**src/rtl/cg_iteration_ctrl_if.sv**
```systemverilog
// Handshake and data bundle between the conjugate-gradient datapath stages
// and the iteration controller.
//
// master modport : datapath / sequencer side (drives starts, finishes, data)
// slave modport  : cg_iteration_ctrl (drives stage_reset, div2_start,
//                  captured rsold/rsnew, iteration count and status)
interface cg_iteration_ctrl_if #(
    parameter int ITER_W = 16
) ();
    logic              solve_start;
    logic              abort;
    logic              rsold_finish;
    logic [31:0]       rsold_in;
    logic              rsnew_finish;
    logic [31:0]       rsnew_in;
    logic              p_update_finish;
    logic              stage_reset;
    logic              div2_start;
    logic [31:0]       rsold_out;
    logic [31:0]       rsnew_out;
    logic [ITER_W-1:0] iteration_count;
    logic              busy;
    logic              done;
    logic              converged;
    logic              max_iter_reached;
    logic              nan_error;

    modport master (
        output solve_start, abort, rsold_finish, rsold_in, rsnew_finish,
               rsnew_in, p_update_finish,
        input  stage_reset, div2_start, rsold_out, rsnew_out, iteration_count,
               busy, done, converged, max_iter_reached, nan_error
    );

    modport slave (
        input  solve_start, abort, rsold_finish, rsold_in, rsnew_finish,
               rsnew_in, p_update_finish,
        output stage_reset, div2_start, rsold_out, rsnew_out, iteration_count,
               busy, done, converged, max_iter_reached, nan_error
    );
endinterface

```
**src/rtl/cg_iteration_ctrl.sv**
```systemverilog
// Iteration sequencer and convergence checker for the conjugate-gradient
// solver. Waits for the r.r dot products (rsold on the first iteration only,
// rsnew every iteration), tests rsnew against a float32 tolerance, kicks the
// beta divider and waits for the p-vector update before re-launching the
// datapath stages for the next iteration.
//
// Ports:
//   clk    - system clock
//   reset  - asynchronous, active-low reset
//   ctrl   - cg_iteration_ctrl_if.slave: solve_start/abort control, the three
//            *_finish levels with rsold/rsnew data, and the stage_reset,
//            div2_start, captured rsold/rsnew, iteration_count, busy and
//            done/converged/max_iter_reached/nan_error outputs.
module cg_iteration_ctrl #(
    parameter logic [31:0] TOLERANCE          = 32'h283424DC,
    parameter int          MAX_ITER           = 64,
    parameter int          ITER_W             = 16,
    parameter int          STAGE_RESET_CYCLES = 2
) (
    input  logic               clk,
    input  logic               reset,
    cg_iteration_ctrl_if.slave ctrl
);
    localparam int SR_W = (STAGE_RESET_CYCLES > 1) ? $clog2(STAGE_RESET_CYCLES) : 1;
    localparam logic [SR_W-1:0]   SR_LAST   = SR_W'(STAGE_RESET_CYCLES - 1);
    localparam logic [ITER_W-1:0] LAST_ITER = ITER_W'(MAX_ITER - 1);
    localparam logic [30:0]       TOL_MAG   = TOLERANCE[30:0];

    // Bit positions of the three finish inputs in the edge-detect vectors.
    localparam int EV_RSOLD = 0;
    localparam int EV_RSNEW = 1;
    localparam int EV_PUPD  = 2;

    typedef enum logic [2:0] {
        S_IDLE,
        S_START_ITER,
        S_WAIT_RSOLD,
        S_WAIT_RSNEW,
        S_CHECK,
        S_WAIT_PUPD,
        S_DONE
    } state_t;

    state_t            state_reg, state_next;
    logic [SR_W-1:0]   sr_cnt_reg, sr_cnt_next;
    logic [2:0]        finish_in, finish_d_reg, evt, flag_reg, flag_next;
    logic              stage_reset_reg, div2_start_reg;
    logic [31:0]       rsold_reg, rsnew_reg;
    logic [ITER_W-1:0] iter_reg;
    logic              done_reg, converged_reg, max_iter_reg, nan_reg;

    logic start_solve, set_nan, set_conv, set_max, fire_div, advance;
    logic rsnew_is_nan, rsnew_below_tol, at_last_iter, capture_ok;

    assign finish_in = {ctrl.p_update_finish, ctrl.rsnew_finish, ctrl.rsold_finish};

    // Rising-edge events and sticky capture flags. A flag raised before its
    // wait state is reached is remembered; START_ITER wipes the previous
    // iteration's flags but still accepts an edge landing in that same cycle.
    genvar gi;
    generate
        for (gi = 0; gi < 3; gi++) begin : g_finish
            assign evt[gi] = finish_in[gi] & ~finish_d_reg[gi];
            assign flag_next[gi] =
                (state_reg == S_IDLE || state_next == S_IDLE) ? 1'b0 :
                (state_reg == S_START_ITER)                  ? evt[gi] :
                                                               (flag_reg[gi] | evt[gi]);
        end
    endgenerate

    // CHECK rules operate on the registered rsnew; the sign bit is ignored so
    // that -0 converges just like +0.
    assign rsnew_is_nan    = (rsnew_reg[30:23] == 8'hFF) && (rsnew_reg[22:0] != 23'd0);
    assign rsnew_below_tol = rsnew_reg[30:0] < TOL_MAG;
    assign at_last_iter    = (iter_reg == LAST_ITER);
    assign capture_ok      = (state_reg != S_IDLE) && !ctrl.abort;

    always_comb begin
        state_next  = state_reg;
        sr_cnt_next = '0;
        start_solve = 1'b0;
        set_nan     = 1'b0;
        set_conv    = 1'b0;
        set_max     = 1'b0;
        fire_div    = 1'b0;
        advance     = 1'b0;
        case (state_reg)
            S_IDLE, S_DONE: begin
                if (ctrl.solve_start) begin
                    start_solve = 1'b1;
                    state_next  = S_START_ITER;
                end
            end
            S_START_ITER: begin
                if (sr_cnt_reg == SR_LAST) begin
                    // Only the first iteration needs a fresh rsold; later ones
                    // carry the previous rsnew forward.
                    state_next = (iter_reg == '0) ? S_WAIT_RSOLD : S_WAIT_RSNEW;
                end else begin
                    sr_cnt_next = sr_cnt_reg + SR_W'(1);
                end
            end
            S_WAIT_RSOLD: begin
                if (flag_reg[EV_RSOLD]) state_next = S_WAIT_RSNEW;
            end
            S_WAIT_RSNEW: begin
                if (flag_reg[EV_RSNEW]) state_next = S_CHECK;
            end
            S_CHECK: begin
                if (rsnew_is_nan) begin
                    set_nan    = 1'b1;
                    state_next = S_DONE;
                end else if (rsnew_below_tol) begin
                    set_conv   = 1'b1;
                    state_next = S_DONE;
                end else if (at_last_iter) begin
                    set_max    = 1'b1;
                    state_next = S_DONE;
                end else begin
                    fire_div   = 1'b1;
                    state_next = S_WAIT_PUPD;
                end
            end
            S_WAIT_PUPD: begin
                if (flag_reg[EV_PUPD]) begin
                    advance    = 1'b1;
                    state_next = S_START_ITER;
                end
            end
            default: state_next = S_IDLE;
        endcase

        // Abort overrides everything, including a coincident solve_start.
        if (ctrl.abort) begin
            state_next  = S_IDLE;
            sr_cnt_next = '0;
            start_solve = 1'b0;
            set_nan     = 1'b0;
            set_conv    = 1'b0;
            set_max     = 1'b0;
            fire_div    = 1'b0;
            advance     = 1'b0;
        end
    end

    always_ff @(posedge clk or negedge reset) begin
        if (!reset) begin
            state_reg       <= S_IDLE;
            sr_cnt_reg      <= '0;
            finish_d_reg    <= '0;
            flag_reg        <= '0;
            stage_reset_reg <= 1'b0;
            div2_start_reg  <= 1'b0;
            rsold_reg       <= '0;
            rsnew_reg       <= '0;
            iter_reg        <= '0;
            done_reg        <= 1'b0;
            converged_reg   <= 1'b0;
            max_iter_reg    <= 1'b0;
            nan_reg         <= 1'b0;
        end else begin
            state_reg       <= state_next;
            sr_cnt_reg      <= sr_cnt_next;
            finish_d_reg    <= finish_in;
            flag_reg        <= flag_next;
            stage_reset_reg <= (state_next == S_START_ITER);
            div2_start_reg  <= fire_div;
            done_reg        <= (state_next == S_DONE);

            if (ctrl.abort || start_solve) begin
                converged_reg <= 1'b0;
                max_iter_reg  <= 1'b0;
                nan_reg       <= 1'b0;
            end else begin
                if (set_conv) converged_reg <= 1'b1;
                if (set_max)  max_iter_reg  <= 1'b1;
                if (set_nan)  nan_reg       <= 1'b1;
            end

            if (start_solve) begin
                iter_reg <= '0;
            end else if (advance && (iter_reg != '1)) begin
                iter_reg <= iter_reg + ITER_W'(1);
            end

            // Carrying rsnew into rsold at the end of an iteration takes
            // precedence over a stray rsold edge in the same cycle.
            if (advance) begin
                rsold_reg <= rsnew_reg;
            end else if (capture_ok && evt[EV_RSOLD]) begin
                rsold_reg <= ctrl.rsold_in;
            end
            if (capture_ok && evt[EV_RSNEW]) begin
                rsnew_reg <= ctrl.rsnew_in;
            end
        end
    end

    assign ctrl.stage_reset      = stage_reset_reg;
    assign ctrl.div2_start       = div2_start_reg;
    assign ctrl.rsold_out        = rsold_reg;
    assign ctrl.rsnew_out        = rsnew_reg;
    assign ctrl.iteration_count  = iter_reg;
    assign ctrl.done             = done_reg;
    assign ctrl.converged        = converged_reg;
    assign ctrl.max_iter_reached = max_iter_reg;
    assign ctrl.nan_error        = nan_reg;
    assign ctrl.busy             = (state_reg != S_IDLE) && (state_reg != S_DONE);
endmodule

```
**src/flat_wrapper.sv**
```systemverilog
// flat-port wrapper written by rule: the top's interface ports become plain ports
module cg_iteration_ctrl_flat 
#(
    parameter logic [31:0] TOLERANCE          = 32'h283424DC,
    parameter int          MAX_ITER           = 64,
    parameter int          ITER_W             = 16,
    parameter int          STAGE_RESET_CYCLES = 2
)
  (clk, reset, ctrl_solve_start, ctrl_abort, ctrl_rsold_finish, ctrl_rsold_in, ctrl_rsnew_finish, ctrl_rsnew_in, ctrl_p_update_finish, ctrl_stage_reset, ctrl_div2_start, ctrl_rsold_out, ctrl_rsnew_out, ctrl_iteration_count, ctrl_busy, ctrl_done, ctrl_converged, ctrl_max_iter_reached, ctrl_nan_error);
  cg_iteration_ctrl_if #(.ITER_W(ITER_W)) ctrl_i ();
  input  logic clk;
  input  logic reset;
  input wire logic [$bits(ctrl_i.solve_start)-1:0] ctrl_solve_start;
  input wire logic [$bits(ctrl_i.abort)-1:0] ctrl_abort;
  input wire logic [$bits(ctrl_i.rsold_finish)-1:0] ctrl_rsold_finish;
  input wire logic [$bits(ctrl_i.rsold_in)-1:0] ctrl_rsold_in;
  input wire logic [$bits(ctrl_i.rsnew_finish)-1:0] ctrl_rsnew_finish;
  input wire logic [$bits(ctrl_i.rsnew_in)-1:0] ctrl_rsnew_in;
  input wire logic [$bits(ctrl_i.p_update_finish)-1:0] ctrl_p_update_finish;
  output wire logic [$bits(ctrl_i.stage_reset)-1:0] ctrl_stage_reset;
  output wire logic [$bits(ctrl_i.div2_start)-1:0] ctrl_div2_start;
  output wire logic [$bits(ctrl_i.rsold_out)-1:0] ctrl_rsold_out;
  output wire logic [$bits(ctrl_i.rsnew_out)-1:0] ctrl_rsnew_out;
  output wire logic [$bits(ctrl_i.iteration_count)-1:0] ctrl_iteration_count;
  output wire logic [$bits(ctrl_i.busy)-1:0] ctrl_busy;
  output wire logic [$bits(ctrl_i.done)-1:0] ctrl_done;
  output wire logic [$bits(ctrl_i.converged)-1:0] ctrl_converged;
  output wire logic [$bits(ctrl_i.max_iter_reached)-1:0] ctrl_max_iter_reached;
  output wire logic [$bits(ctrl_i.nan_error)-1:0] ctrl_nan_error;
  assign ctrl_i.solve_start = ctrl_solve_start;
  assign ctrl_i.abort = ctrl_abort;
  assign ctrl_i.rsold_finish = ctrl_rsold_finish;
  assign ctrl_i.rsold_in = ctrl_rsold_in;
  assign ctrl_i.rsnew_finish = ctrl_rsnew_finish;
  assign ctrl_i.rsnew_in = ctrl_rsnew_in;
  assign ctrl_i.p_update_finish = ctrl_p_update_finish;
  assign ctrl_stage_reset = ctrl_i.stage_reset;
  assign ctrl_div2_start = ctrl_i.div2_start;
  assign ctrl_rsold_out = ctrl_i.rsold_out;
  assign ctrl_rsnew_out = ctrl_i.rsnew_out;
  assign ctrl_iteration_count = ctrl_i.iteration_count;
  assign ctrl_busy = ctrl_i.busy;
  assign ctrl_done = ctrl_i.done;
  assign ctrl_converged = ctrl_i.converged;
  assign ctrl_max_iter_reached = ctrl_i.max_iter_reached;
  assign ctrl_nan_error = ctrl_i.nan_error;
  cg_iteration_ctrl #(.TOLERANCE(TOLERANCE), .MAX_ITER(MAX_ITER), .ITER_W(ITER_W), .STAGE_RESET_CYCLES(STAGE_RESET_CYCLES)) u_core (.clk(clk), .reset(reset), .ctrl(ctrl_i));
endmodule
```
**config.mk**
```make
export PLATFORM = sky130hd
export DESIGN_NAME = cg_iteration_ctrl_flat
export DESIGN_NICKNAME = d
export VERILOG_FILES = /design/src/rtl/cg_iteration_ctrl_if.sv /design/src/rtl/cg_iteration_ctrl.sv /design/src/flat_wrapper.sv
export SDC_FILE = /design/constraint.sdc
export NUM_CORES = 1
export LEC_CHECK = 0
export CAP_MARGIN = 20
export CORE_MARGIN = 2
export CORE_UTILIZATION = 46
export DETAILED_ROUTE_END_ITERATION = 8
export GPL_TIMING_DRIVEN = 0
export PLACE_DENSITY_LB_ADDON = 0.12
export SYNTH_ARGS = -nofsm -noshare
export SYNTH_HDL_FRONTEND = slang
export SYNTH_SLANG_ARGS = --single-unit
```
**constraint.sdc**
```tcl
create_clock -name clk -period 2.96 [get_ports clk]
set_input_delay 0.592 -clock clk [delete_from_list [all_inputs] [get_ports clk]]
set_output_delay 0.592 -clock clk [all_outputs]
set_load 0.1 [all_outputs]
```
# Word-level counts from Yosys, hierarchy flattened
# Cells that the tools add are included.
# word_totals
ff_bits	96
inputBits	71
out_inout_bits	87
# classes
n_addsub	2
order_cmp	1
n_eq_ne	12
n_mux	53
bitwise	9
reduce_logical	20
# op_table
op	count
$mux 32	2
$mux 1	39
$mux 16	2
$lt 31x30->1 const B	1
$mux 3	8
$reduce_bool 23->1	1
$pmux 3 s6	1
$add 16x1->16 const B	1
$eq 16x6->1 const B	1
$logic_not 16->1	1
$ne 16x16->1 const B	1
$eq 3x3->1 const B	4
$reduce_bool 2->1	5
$eq 8x8->1 const B	1
$eq 3x1->1 const B	2
$eq 3x2->1 const B	2
$logic_and 1x1->1	6
$logic_not 3->1	2
$and 1x1->1	3
$ne 3x3->1 const B	1
$not 1->1	3
$or 1x1->1	3
$reduce_bool 3->1	1
$logic_or 1x1->1	2
4 further kinds	4

# Depth between registers and ports, before layout
# depth
word_depth	9
depth_mapped	8
ltp_nobuf	6

# Worst setup path after synthesis
# No wires, ideal clock.
# synth_path
path_type	flip-flop to flip-flop
from	register u_core.rsnew_reg[11], in the netlist u_core.ctrl.rsnew_out[11]
to	register u_core.done_reg, in the netlist u_core.ctrl.done
setup_time_ns	0.121
arrival_time_ns	2.492
path_slack_ns	0.347
path_stages_with_launch	6
path_cell_list	dfrtp_1 -> or4_4 -> or3_1 -> a311oi_2 -> o311ai_0 -> and4b_1
# synth_via
elab_chain_len	6
word_cells_on_any_way	8
classes_between	order compare: 1; eq/ne: 1; mux: 4; reduce/logical: 2
# synth_lines
item	line_no	rtl
start, declared	cg_iteration_ctrl.sv:48	logic [31:0] rsold_reg, rsnew_reg;
start signal, assigned	cg_iteration_ctrl.sv:194	rsnew_reg <= ctrl.rsnew_in;
$lt 31x30->1 / $reduce_bool 23->1 (equally long branches)	cg_iteration_ctrl.sv:74, cg_iteration_ctrl.sv:73	
$mux 3 / $logic_and 1x1->1 (equally long branches)	cg_iteration_ctrl.sv:113, cg_iteration_ctrl.sv:73	
$mux 3 (*)	cg_iteration_ctrl.sv:110	if (rsnew_is_nan) begin
$pmux 3 s6 (*)	cg_iteration_ctrl.sv:87	case (state_reg)
$mux 3 (*)	cg_iteration_ctrl.sv:134	if (ctrl.abort) begin
$eq 3x3->1 (*)	cg_iteration_ctrl.sv:168	done_reg <= (state_next == S_DONE);
end signal, assigned	cg_iteration_ctrl.sv:168	
end, declared	cg_iteration_ctrl.sv:50	logic done_reg, converged_reg, max_iter_reg, nan_reg;
# Mark *: on every way between the ends. The rest lies on a longest branch, timed or not.
# A chain may end at the register's enable or synchronous reset.

# Final worst setup path
# layout_path
from	register u_core.rsnew_reg[20], in the netlist u_core.ctrl.rsnew_out[20]
to	output ctrl_rsnew_out[20]
# layout_rtl
item	line_no	rtl
end, declared	flat_wrapper.sv:23	output wire logic [$bits(ctrl_i.rsnew_out)-1:0] ctrl_rsnew_out;
# No word-level cell between the ends.

==> impl_results.md <==
- Crit-path leading delay family: buffers and inverters
- Leak: roughly 2.6 nW
- CP bufs+invs: 1
- Arr. time, crit path: approximately 2.1 ns
- Crit path launch type: register
- Initial antenna violation count: 0
- Status: complete, no violations
- Post-synth top area share: 52.1%
- GRT met3 Usage: 4.57%
- Vias in the first global route: around 4100
- Mapped Cells: 424
- Tot GR Track Use: a little under a quarter
- Cts bufs inserted: 9
- Main flop type after synthesis: dfrtp_1
- Max Cap Violations: 0
- Average size of a mapped cell: roughly 11 µm²
- DIE AREA: 10800 µm²
- Crit Path Class: register to output port
- Post-synthesis async set-or-reset flop share: 100%
- Iter 0 DRT Violations: 134
- Post-Syn Nets: 497
- Post-synth EDFFs: 0
- FF-to-FF End: u_core.ctrl.rsnew_out[17]
- Yosys cell types: 53
- First-pass GRT wire length: 20500 µm
- Final Hold Violating Endpoints: 0
- R2R cell count: 5
- WL final: between 10000 and 15000 µm
- Met1 usage: 29.8%
- Drt wl/cell: 17.1 µm
- GR peak layer: met2
- Placed insts: 714
- Initial Utilization: 47.4%
- Worst-path maximum fanout: 6
- Number of diodes: 0
- Sequential share of the synthesized area: 52.1%
- Worst-case clock buffer depth: 2
- H-tree depth: 3
- Hold_ws: 0.239 ns
- Routability Congestion: ~0.86
- # port buffers: 156
- Final nets: roughly 670
- Fin crit period: 2.66 ns
- Period utilization: 89.9%
- CP Capture Type: output port
- Die width: 104 µm
- # clock sinks: 96
- FMAX: around 380 MHz
- Type of the worst min-delay path: input pin to asynchronous set/reset pin
- Share of cells above drive strength 1: 12.4%
- Relative slew slack: 32.1%
- Worst-Margin Slew: 1.01 ns
- Root Driver: clkbuf_8
- Req. time, crit path: 2.37 ns
- Clk pin slew, worst setup/hold paths: 0.09 ns
- Syn-to-layout area delta: 42.1%
- DRC viols: 0
- Setup Skew: 0.00752 ns
- Unrepaired setup endpoints after global routing: no
- Via Count: about 4000
- CORE AREA: 9730 µm²
- Final max-slew violation count: 0
- PD cells: about 950 nW/µm²
- Die height: 104 µm
- Slowest stage delay, CP: 1.20 ns
- Yosys reg bits: 96
- Top-level port count: 158
- FP Rows: 36
- R2R Path Start: u_core.state_reg[0]
- Final core occ: roughly two thirds
- Worst R2R Setup Slack: 0.47 ns
- Vias per cell: 5.44
- Most area-hungry cell type in the Yosys netlist: dfrtp_1
- Largest net degree at the start of global routing: 51
- Post-synthesis cell area: 4610 µm²
- GR Util met2: approximately two fifths
- Layout Cells excl Fill: between 700 and 800
- CP Cell Sequence: clkdlybuf4s50_1
- Drt first pass iters: 6
- Worst vdd ir: 0.948 mV
- Synth top area cells: dfrtp_1, mux2_2, mux2i_1
- Overflow after GRT: 0
- Final setup viols: 0
- CTS tree: done
- Post-DP HPWL: 9380 µm
- Worst skew pair latency: between 0.3 and 0.4 ns
- Syn. warnings: 0
- Slowest stage cell on the critical path: clkdlybuf4s50_1
- Post-route ant nets: 0
[logic make-up after synthesis]
group | Yosys count | share of synthesized area [%]
and+or+nand+nor | 145 | 16.6
DFF | 96 | 52.1
AOI/OAI and AO/OA | 73 | 10.6
muxes | 64 | 14.7
buffers and inverters | 31 | 2.96
xor gates and xnor gates | 13 | 2.47
adders and majority gates | 2 | 0.543
[power breakdown]
| part | internal (W) | switching, W |
|---|---|---|
| Sequential | 0.00161 | 0.000315 |
| Combinational | 0.000815 | 0.00264 |
| Clock | 0.000373 | 0.000464 |
| Total | 0.00280 | 0.00341 |
[through the flow]
stage	TNS, ns	power, W	instance area, µm²	worst slack [ns]
floorplan	0	0.00447	4610	0.347
global placement	-218.02	0.00537	6340	-2.28
detailed placement	0	0.00541	6360	0.103
CTS	0	0.00625	6560	0.0741
global route	0	0.00645	6550	0.194
finish	0	0.00622	6550	0.299
[worst max-delay path by stage]
stage                                          from  depth (start not counted)                        to
final                     u_core.ctrl.rsnew_out[20]                          1        ctrl_rsnew_out[20]
after global routing            u_core.state_reg[1]                          5                 ctrl_busy
after CTS                       u_core.state_reg[1]                          5                 ctrl_busy
after detailed placement        u_core.state_reg[1]                          5                 ctrl_busy
after global placement                        reset                          1  u_core.ctrl.rsnew_out[8]
after floorplan           u_core.ctrl.rsnew_out[11]                          5          u_core.ctrl.done
[area by class of cell]
cell class,count,area (µm²)
inverter,9,33.8
buffer,22,103
clock buffer,12,165
timing repair buffer,157,1580
tap,133,166
sequential,96,2400
clock inverter,4,27.5
fill,793,3180
multi-input combinational,297,2070
[metal layers]
layer,vias to the layer above,wire (µm)
li1,1863,-
met1,1953,5310
met2,142,6300
met3,14,680
met4,0,207
met5,-,0
[cell usage in the layout, fill, tap and decap left out, types with 3 or more instances in the layout]
| cell type | Yosys | layout |
|---|---|---|
| o21ai_0 | 39 | 39 |
| mux2_2 | 31 | 31 |
| nor4_1 | 6 | 6 |
| nand3_1 | 11 | 11 |
| clkdlybuf4s50_1 | 0 | 154 |
| clkbuf_8 | 0 | 12 |
| dfrtp_1 | 96 | 96 |
| mux2i_1 | 33 | 33 |
| nor3b_1 | 6 | 6 |
| nand4_1 | 10 | 10 |
| and3_1 | 4 | 4 |
| inv_1 | 9 | 9 |
| clkinvlp_4 | 0 | 3 |
| a21oi_1 | 11 | 11 |
| a31oi_1 | 3 | 3 |
| and4_1 | 4 | 4 |
| xor2_1 | 8 | 8 |
| clkbuf_1 | 13 | 13 |
| nor3_1 | 4 | 4 |
| xnor2_1 | 5 | 5 |
| buf_2 | 7 | 7 |
| nor2_1 | 29 | 29 |
| nand2b_1 | 3 | 3 |
| nand2_1 | 50 | 50 |
[synthesized netlist by cell type (all sizes together) (3+ instances only)]
cell type	n
clkbuf	13
nor2	29
o21ai	39
buf	9
a21oi	11
a2111oi	4
nand2b	3
inv	9
xor2	8
nor4	6
and3	4
and4	4
nand4	10
dfrtp	96
nor3b	6
a31oi	3
mux2i	33
xnor2	5
or4	4
nand3	11
nor3	4
nand2	50
mux2	31
[worst reg2reg max path: cells and delay by family, from the launching register on]
family                 cells  cell delay [ns]
AND/OR/NAND/NOR            2             0.94
buffers and inverters      2             0.72
multiplexers               1             0.37
flip-flops                 1             0.35
[what timing repair did]
action                     CTS  global route
hold buffers                 0             0
setup endpoints to repair    1             1
resized for setup            1             2
setup buffers                0             0
Power figures use the tool's default switching activity.
